### config.mk
export PLATFORM = sky130hd
export DESIGN_NAME = wave_capture
export DESIGN_NICKNAME = d
export VERILOG_FILES = /design/src/rtl/wave_capture.sv
export SDC_FILE = /design/constraint.sdc
export NUM_CORES = 1
export LEC_CHECK = 0
export ABC_AREA = 1
export CORE_UTILIZATION = 49
export CTS_CLUSTER_SIZE = 10
export DETAILED_ROUTE_END_ITERATION = 10
export PLACE_DENSITY_LB_ADDON = 0.15
export SLEW_MARGIN = 15
export SYNTH_ARGS = -nofsm -noshare
export SYNTH_HDL_FRONTEND = slang
export SYNTH_SLANG_ARGS = --single-unit
### constraint.sdc
create_clock -name clk -period 3.5 [get_ports clk]
set_clock_uncertainty 0.2 [all_clocks]
set_input_delay 0.35 -clock clk [delete_from_list [all_inputs] [get_ports clk]]
set_output_delay 0.35 -clock clk [all_outputs]
set_load 0.05 [all_outputs]
### src/rtl/wave_capture.sv
// Writer side of the double-buffered waveform RAM: waits for a positive-going zero
// crossing, captures 256 scaled samples into the hidden half, then swaps halves when the display idles.
module wave_capture (
    input  logic        clk,
    input  logic        reset,
    input  logic        new_sample_ready,
    input  logic [15:0] new_sample_in,
    input  logic        wave_display_idle,
    output logic [8:0]  write_address,
    output logic [7:0]  write_sample,
    output logic        write_enable,
    output logic        read_index,
    output logic [1:0]  debug_state
);

    typedef enum logic [1:0] {
        ST_ARMED  = 2'd0,
        ST_ACTIVE = 2'd1,
        ST_WAIT   = 2'd2
    } state_t;

    state_t      state;
    state_t      state_nxt;
    logic [7:0]  count;
    logic [7:0]  count_nxt;
    logic        prev_neg;
    logic        read_index_nxt;
    logic [8:0]  write_address_nxt;
    logic [7:0]  write_sample_nxt;
    logic        write_enable_nxt;
    logic        crossing;
    logic [7:0]  scaled;

    // Handshake: new_sample_in is consumed only in a cycle where new_sample_ready is high;
    // there is no back-pressure, so every strobe is either written or deliberately dropped.
    assign crossing    = new_sample_ready && prev_neg && !new_sample_in[15];
    assign scaled      = {~new_sample_in[15], new_sample_in[14:8]};
    assign debug_state = state;

    always_comb begin
        state_nxt         = state;
        count_nxt         = count;
        read_index_nxt    = read_index;
        write_enable_nxt  = 1'b0;
        write_address_nxt = write_address;
        write_sample_nxt  = write_sample;
        case (state)
            ST_ARMED: begin
                if (crossing) begin
                    write_enable_nxt  = 1'b1;
                    write_address_nxt = {~read_index, 8'd0};
                    write_sample_nxt  = scaled;
                    count_nxt         = 8'd1;
                    state_nxt         = ST_ACTIVE;
                end
            end
            ST_ACTIVE: begin
                if (new_sample_ready) begin
                    write_enable_nxt  = 1'b1;
                    write_address_nxt = {~read_index, count};
                    write_sample_nxt  = scaled;
                    count_nxt         = count + 8'd1;
                    if (count == 8'd255) begin
                        state_nxt = ST_WAIT;
                    end
                end
            end
            ST_WAIT: begin
                // The display only swaps halves while it is outside the active region.
                if (wave_display_idle) begin
                    read_index_nxt = ~read_index;
                    state_nxt      = ST_ARMED;
                end
            end
            default: begin
                state_nxt = ST_ARMED;
            end
        endcase
    end

    always_ff @(posedge clk or negedge reset) begin
        if (!reset) begin
            state         <= ST_ARMED;
            count         <= 8'd0;
            prev_neg      <= 1'b0;
            read_index    <= 1'b0;
            write_enable  <= 1'b0;
            write_address <= 9'd0;
            write_sample  <= 8'd0;
        end else begin
            state         <= state_nxt;
            count         <= count_nxt;
            read_index    <= read_index_nxt;
            write_enable  <= write_enable_nxt;
            write_address <= write_address_nxt;
            write_sample  <= write_sample_nxt;
            if (new_sample_ready) begin
                prev_neg <= new_sample_in[15];
            end
        end
    end

endmodule

After elaboration in Yosys (flattened, before gate mapping)
Index checks and enable logic that the tools add are counted.
{ "word_totals": {"ff_bits": 30, "latch_bits": 0, "ram_bits": 0, "mem_bits_ro": 0, "inputBits": 20, "output_inout_bits": 21, "word_cells": 42, "n_memories": 0} }
{ "classes": {"addsub": 1, "mul": 0, "div": 0, "order_cmp": 0, "eq_ne": 7, "shift": 0, "n_mux": 17, "bitwise_logic": 2, "n_reduce_logical": 8} }
{ "ops": {"columns": ["op", "n"], "rows": [
  ["$mux 8", 4],
  ["$pmux 8 s2", 2],
  ["$mux 9", 2],
  ["$pmux 9 s2", 1],
  ["$add 8x1->8 const B", 1],
  ["$eq 8x8->1 const B", 1],
  ["$mux 2", 4],
  ["$ne 2x2->1 const B", 4],
  ["$pmux 2 s3", 1],
  ["$reduce_and 4->1", 1],
  ["$reduce_and 3->1", 1],
  ["$eq 2x1->1 const B", 1],
  ["$eq 2x2->1 const B", 1],
  ["$logic_and 1x1->1", 2],
  ["$logic_not 2->1", 1],
  ["$mux 1", 2],
  ["$not 1->1", 2],
  ["$pmux 1 s2", 1],
  ["$reduce_and 2->1", 1],
  ["$reduce_bool 2->1", 1],
  ["$logic_not 1->1", 1]
]} }

Logic depth before layout (Yosys ltp)
Gate-level depths: netlist of run 1.
{ "logic_depth": {"ltp_word": 4, "ltp_mapped": 8, "mapped_depth_nobuf": 7} }

Worst setup path after synthesis of run 1
Ideal clock, no wire load.
{ "synth_timing": {"path_kind": "register to register", "from": "register state[0], in the netlist debug_state[0]", "to": "register write_address[8]", "setup_time_ns": 0.148, "arrival_time_ns": 1.420, "required_ns": 3.152, "path_slack_ns": 1.733, "stages_incl_launch_ff": 8, "path_buffers": 2, "synth_period_minus_slack_ns": 1.767, "path_cell_list": "dfrtp_1 -> inv_1 -> nor2_2 -> nand2_2 -> nand2_1 -> buf_6 -> buf_6 -> a21oi_1"} }
{ "synth_between": {"elab_chain_len": 3, "elab_cells_between_ends": 7, "classes_between": "eq/ne: 3; mux: 1; reduce/logical: 3"} }
{ "synth_rtl": {"columns": ["element", "line_no", "source"], "rows": [
  ["from (decl)", "22", "state_t state;"],
  ["from (signal assigned)", "91", "state <= state_nxt;"],
  ["$eq 2x1->1 or $logic_not 2->1 (tied branches)", "47", "case (state)"],
  ["$ne 2x2->1 (no line) or $reduce_bool 2->1 (tied branches)", null, null],
  ["$reduce_and 3->1 (no line)", null, null],
  ["to (signal assigned)", "95", "write_address <= write_address_nxt;"],
  ["to (decl)", "9", "output logic [8:0] write_address,"]
]} }
Parallel ways exist; a longest one is shown, timed or not.
A chain may end at the register's enable or synchronous reset.

Worst setup path in the final report of run 1
{ "layout_timing": {"from": "register state[0], in the netlist debug_state[0]", "to": "register write_address[0]"} }
Same word-level chain as after synthesis.

==> reports/results.ini, run 1 <==
[route]
drc=0
routed_wl_um=2621
drt_first_iter_violations=19
vias_per_cell=5.205
num_vias=1140
drtPass1Iterations=7
ant_nets=0
wl_per_cell_um=11.97

[global_routing]
grtUsageMet2_pct=33.13
grt_pass1_vias=983
grt_most_used_layer=met2
grt_pass1_wl_um=4284
globalRouteOverflowTotal=0
grt.met3_usage_pct=6.497
grt_antenna_before_repair=0
track_usage_pct=21.08
grt_max_degree=31
grtUsageMet1_pct=26.16

[critical_path]
critical-path-max-stage-delay_ns=0.73
cp-end-kind=register
criticalPathCategory=register to register
cp.required_ns=3.52
worstSetupStartpointType=register
crit_slowest_cell=nand2_1
critical-path-top-delay-family=simple AND/OR/NAND/NOR gates
cp_num_buf_inv=1
cp_max_fo=29
cp.arrival_ns=2.60
crit_chain=inv_1 -> nor2_2 -> nand2_2 -> nand2_1 -> o21ai_1 -> o21a_1

[sta]
fin_hold_ws_ns=0.2049
slew_headroom_pct=44.02
report.final.slew_viol_count=0
rsz0062_at_grt=no
hold_viol_final=0
period_minus_slack_ns=2.584
max_freq_ghz=0.3870
setup_viol=0
period_share_pct=73.83
timing.setup.tns_ns=0
worstMarginPinSlew_ns=0.8377

[place]
routabilityCongestion=0.7995
post-dp-hpwl_um=1771
port_buffers=32

[synthesis]
synthDistinctLibCells=20
synthCells=154
synth-seq-cells=30
synth_nets=175
synth_area_um2=1324
yosys_warnings=0
syn_area_per_cell_um2=8.596
ys_seq_area_share_pct=56.71
yosysTopAreaCell=dfrtp_1
yosys-top-cells-area=dfrtp_1 57%, nand2_1 12%, nand3_1 12%
synth_top_area_share_pct=56.71

[clocking]
postCtsHoldBufs=0
clk_pin_slew_worst_paths_ns=0.09
clock-root-buffer=clkbuf_4
cts_setup_buffers=0
insertion_delay_ns=0.33
cts_buffers=5
cts-resized-gates=0
cts.sinks=30
tritoncts=yes
htreeDepth=2
clockBufferDepth=2

[power]
p_int_uw=675.0
powerDensity_nw_per_um2=616.1
seqPwrFrac_pct=44.7
ir_drop_mv=0.4441
combPwrFrac_pct=31.4
p_clk_share_pct=23.9
switchingPower_uw=390.3
swShare_pct=36.63
p_leak_nw=0.8536

[floorplan]
die_x_um=53.98
die_area_um2=2913
initial_utilization_pct=52.48
core_area_um2=2522
pin_count=41
die_h_um=53.98
num_rows=18

[finish]
nNetsFinal=209
antenna_cells=0
mostFrequentLayoutCell=nand2_1
area_growth_pct=30.62
mostFrequentLayoutCells=42 x nand2_1, 32 x clkdlybuf4s50_1, 31 x nand3_1, 30 x dfrtp_1, 17 x nor2_1
layout-drive-gt1-share_pct=6.349
n_fill_cell=226

[status]
run_status=finished, final reports clean

[min_path]
hp-class=input port to asynchronous set/reset pin

[job]
cap_violations=0

==> synthesized netlist by cell type, drive strengths merged <==
| master | n |
|---|---|
| nand2 | 43 |
| o21a | 1 |
| o21bai | 1 |
| and3 | 1 |
| o21ai | 5 |
| ha | 1 |
| inv | 7 |
| buf | 6 |
| dfrtp | 30 |
| clkbuf | 1 |
| nand4 | 1 |
| xnor2 | 1 |
| a21oi | 6 |
| nand3 | 31 |
| nor2 | 18 |
| nand3b | 1 |
==> power by group through the flow <==
stage                     sequential [mW]  combinational [mW]  clock, mW
after detailed placement            0.483               0.337          0
after global routing                0.488               0.365      0.276
after CTS                           0.476               0.338      0.262
final                               0.476               0.335      0.255
after floorplan                     0.597               0.105          0
after global placement              0.479               0.330          0
==> path summary, 6_finish.rpt <==
kind,startpoint,to,slack [ns],cells after the start
max,debug_state[0],write_address[0],0.92,6
min,reset,write_address[1],0.20,2
max reg2reg,debug_state[0],write_address[0],0.92,6
min reg2reg,prev_neg,prev_neg,0.29,2
max in group asynchronous,reset,prev_neg,2.63,2
min in group clk,prev_neg,prev_neg,0.29,2
==> worst reg2reg max path, stage by stage, from the launching register on <==
cell and delay, ns:
dfrtp_1 0.41, inv_1 0.09, nor2_2 0.38, nand2_2 0.33, nand2_1 0.73, o21ai_1 0.19
o21a_1 0.15
==> cell families (layout without fill, tap and decap cells) <==
group                    after synthesis  in the layout  share of synthesized area (%)
buffers and inverters                 14             49                          5.482
flip-flops                            30             30                          56.71
XOR/XNOR                               1              1                         0.6617
adder cells (fa/ha/maj)                1              1                         0.9450
AND/OR/NAND/NOR                       95             95                          30.91
AO/OA/AOI/OAI                         13             13                          5.293
==> state kept, by name, indices dropped and copies added (netlist names) <==
signal         flops
write_sample       8
write_address      9
debug_state        2
prev_neg           1
write_enable       1
count              8
read_index         1
==> layout make-up <==
type	instances	area, um2	area share, %
flip-flops and latches	30	750.7	43.42
multi-input cells	110	500.5	28.94
repair buffers	34	335.3	19.39
clock buffers	8	78.83	4.559
well taps	30	37.54	2.171
inverters	7	26.28	1.520
==> metrics by stage <==
stage | instance area, um2 | setup WS, ns | total power [mW] | utilization, % | std cells
after floorplan | 1324 | 1.733 | 0.7023 | - | 154
after global placement | 1650 | 0.8867 | 0.8095 | 65.43 | 211
after detailed placement | 1650 | 0.7963 | 0.8203 | 65.43 | 211
after CTS | 1729 | 0.8708 | 1.077 | 68.55 | 219
after global routing | 1729 | 0.6805 | 1.129 | 68.55 | 219
final | 1729 | 0.9160 | 1.065 | 68.55 | 219
==> layer usage <==
| layer | up-vias | wire [um] |
|---|---|---|
| met4 | 0 | 46 |
| li1 | 572 | - |
| met3 | 7 | 158 |
| met2 | 33 | 1253 |
| met1 | 528 | 1163 |
| met5 | - | 0 |
Power figures use the tool's default switching activity.
==> run 2, diff against run 1 <==
- CORE_UTILIZATION: 49 -> 45
- clock period: 3.5 -> 2.7 ns (I/O delays scaled with it)
==> reports/results.ini, run 2 (synthesis results as in run 1) <==
[finish]
nNetsFinal=212  ; +1.4%
antenna_cells=0  ; unchanged
reg.largest.list=write_address x9, count x8, write_sample x8
area_growth_pct=31.29
mostFrequentLayoutCell=nand2_1
register_area_um2=750.7  ; unchanged
n_fill_cell=256  ; +13%
layout-drive-gt1-share_pct=7.813  ; +1.5 points
largest_reg_flops=9  ; unchanged
multiInputGateArea_um2=500.5  ; unchanged
mostFrequentLayoutCells=42 x nand2_1, 32 x clkdlybuf4s50_1, 31 x nand3_1, 30 x dfrtp_1, 17 x nor2_1
regMostFlops=write_address

[place]
dp_slack_ns=0.7103  ; -0.08606 ns
routabilityCongestion=0.8022  ; +0.34%
port_buffers=32  ; unchanged
post-dp-hpwl_um=1900  ; +7.3%

[power]
p_leak_nw=0.8577  ; +0.48%
ir_drop_mv=0.6651  ; +50%
powerDensity_nw_per_um2=771.5  ; +25%
total_power_mw=1.341  ; +26%

[sta]
max_freq_ghz=0.4741
hold_viol_final=0  ; unchanged
report.final.slew_viol_count=0  ; unchanged
setup_viol=0  ; unchanged
slew_headroom_pct=65.62  ; +22 points
period_minus_slack_ns=2.109
timing.setup.tns_ns=0  ; unchanged
worstMarginPinSlew_ns=0.5141  ; -0.3236 ns
fin_hold_ws_ns=0.1125  ; -0.09239 ns
rsz0062_at_grt=no
period_share_pct=78.12
layout_setup_ws_ns=0.5908  ; -0.3252 ns

[critical_path]
cp.arrival_ns=1.64  ; -0.96 ns
critical-path-max-stage-delay_ns=0.85  ; +0.12 ns
cp-end-kind=output port
critical-path-top-delay-family=buffers and inverters
criticalPathCategory=register to output port
cp_num_buf_inv=1  ; unchanged
crit_chain=clkdlybuf4s50_1
worstSetupStartpointType=register
cp_max_fo=6  ; -79%
crit_slowest_cell=clkdlybuf4s50_1
cp.required_ns=2.23  ; -1.29 ns

[global_routing]
globalRouteOverflowTotal=0  ; unchanged
grt_pass1_wl_um=5112  ; +19%
grt_max_degree=31  ; unchanged
track_usage_pct=21.12  ; +0.035 points
grt_pass1_vias=1180  ; +20%
grt_antenna_before_repair=0  ; unchanged

[route]
drt_first_iter_violations=19  ; unchanged
drtPass1Iterations=4  ; -3
vias_per_cell=5.139  ; -1.3%
ant_nets=0  ; unchanged
wl_per_cell_um=12.53  ; +4.7%
drc=0  ; unchanged
num_vias=1146  ; +0.53%
routed_wl_um=2794  ; +6.6%

[clocking]
clock-root-buffer=clkbuf_4
htreeDepth=2  ; unchanged
tritoncts=yes
clockBufferDepth=2  ; unchanged
cts-resized-gates=0  ; unchanged
cts_buffers=5  ; unchanged
cts_setup_buffers=0  ; unchanged
clk_pin_slew_worst_paths_ns=0.10  ; about the same
cts.sinks=30  ; unchanged
postCtsHoldBufs=0  ; unchanged
insertion_delay_ns=0.33  ; about the same

[floorplan]
initial_utilization_pct=47.59  ; -4.9 points
die_x_um=56.24  ; +4.2%
core_area_um2=2781  ; +10%
pin_count=41  ; unchanged
num_rows=19  ; +1
die_area_um2=3162  ; +8.5%
die_h_um=56.24  ; +4.2%

[job]
cap_violations=0  ; unchanged

[status]
run_status=finished, final reports clean

[min_path]
hp-class=input port to asynchronous set/reset pin

-- run 2: cell types whose count changed in the layout (fill, tap and decap cells not counted) --
cell	change
clkinv_2	+1
buf_4	+3
clkbuf_8	-2
clkinvlp_4	+1
-- run 2: final timing paths --
path / start / endpoint / slack (ns) / cells past startpoint
setup reg to reg: debug_state[0] / count[6] / 0.81 / 8
max in group asynchronous: reset / read_index / 1.90 / 2
hold / removal: reset / debug_state[1] / 0.11 / 2
hold reg to reg: prev_neg / prev_neg / 0.28 / 2
min in group clk: new_sample_in[13] / write_sample[5] / 0.27 / 3
setup / recovery: debug_state[1] / debug_state[1] / 0.59 / 1
-- run 2: layout make-up --
class	instances	share of cell area [%]
multi-input cells	110	28.80
well taps	31	2.232
clock buffers	6	2.952
repair buffers	37	20.59
inverters	7	1.512
clock inverters	2	0.7199
flip-flops and latches	30	43.20
-- run 2: per-layer routing --
| layer | track usage [%] | vias to the layer above | routed length (um) |
|---|---|---|---|
| met1 | 25.97 | 536 | 1257 |
| met2 | 34.69 | 26 | 1378 |
| li1 | - | 579 | - |
| met5 | 0 | - | 0 |
| met4 | 6.272 | 0 | 33 |
| met3 | 7.907 | 5 | 126 |
-- run 2: per-stage QoR --
step	cell area [um2]	cells	util (%)
final	1738	223	62.48
after global routing	1738	223	62.48
after CTS	1738	223	62.48
after detailed placement	1674	215	60.19
after global placement	1674	215	60.19
after floorplan	1324	154	-
-- run 2: power by group --
| group | switching, mW | internal, mW | total [mW] |
|---|---|---|---|
| sequential | 0.0805 | 0.538 | 0.618 |
| combinational | 0.277 | 0.163 | 0.440 |
| clock | 0.157 | 0.125 | 0.283 |
| total | 0.515 | 0.826 | 1.34 |
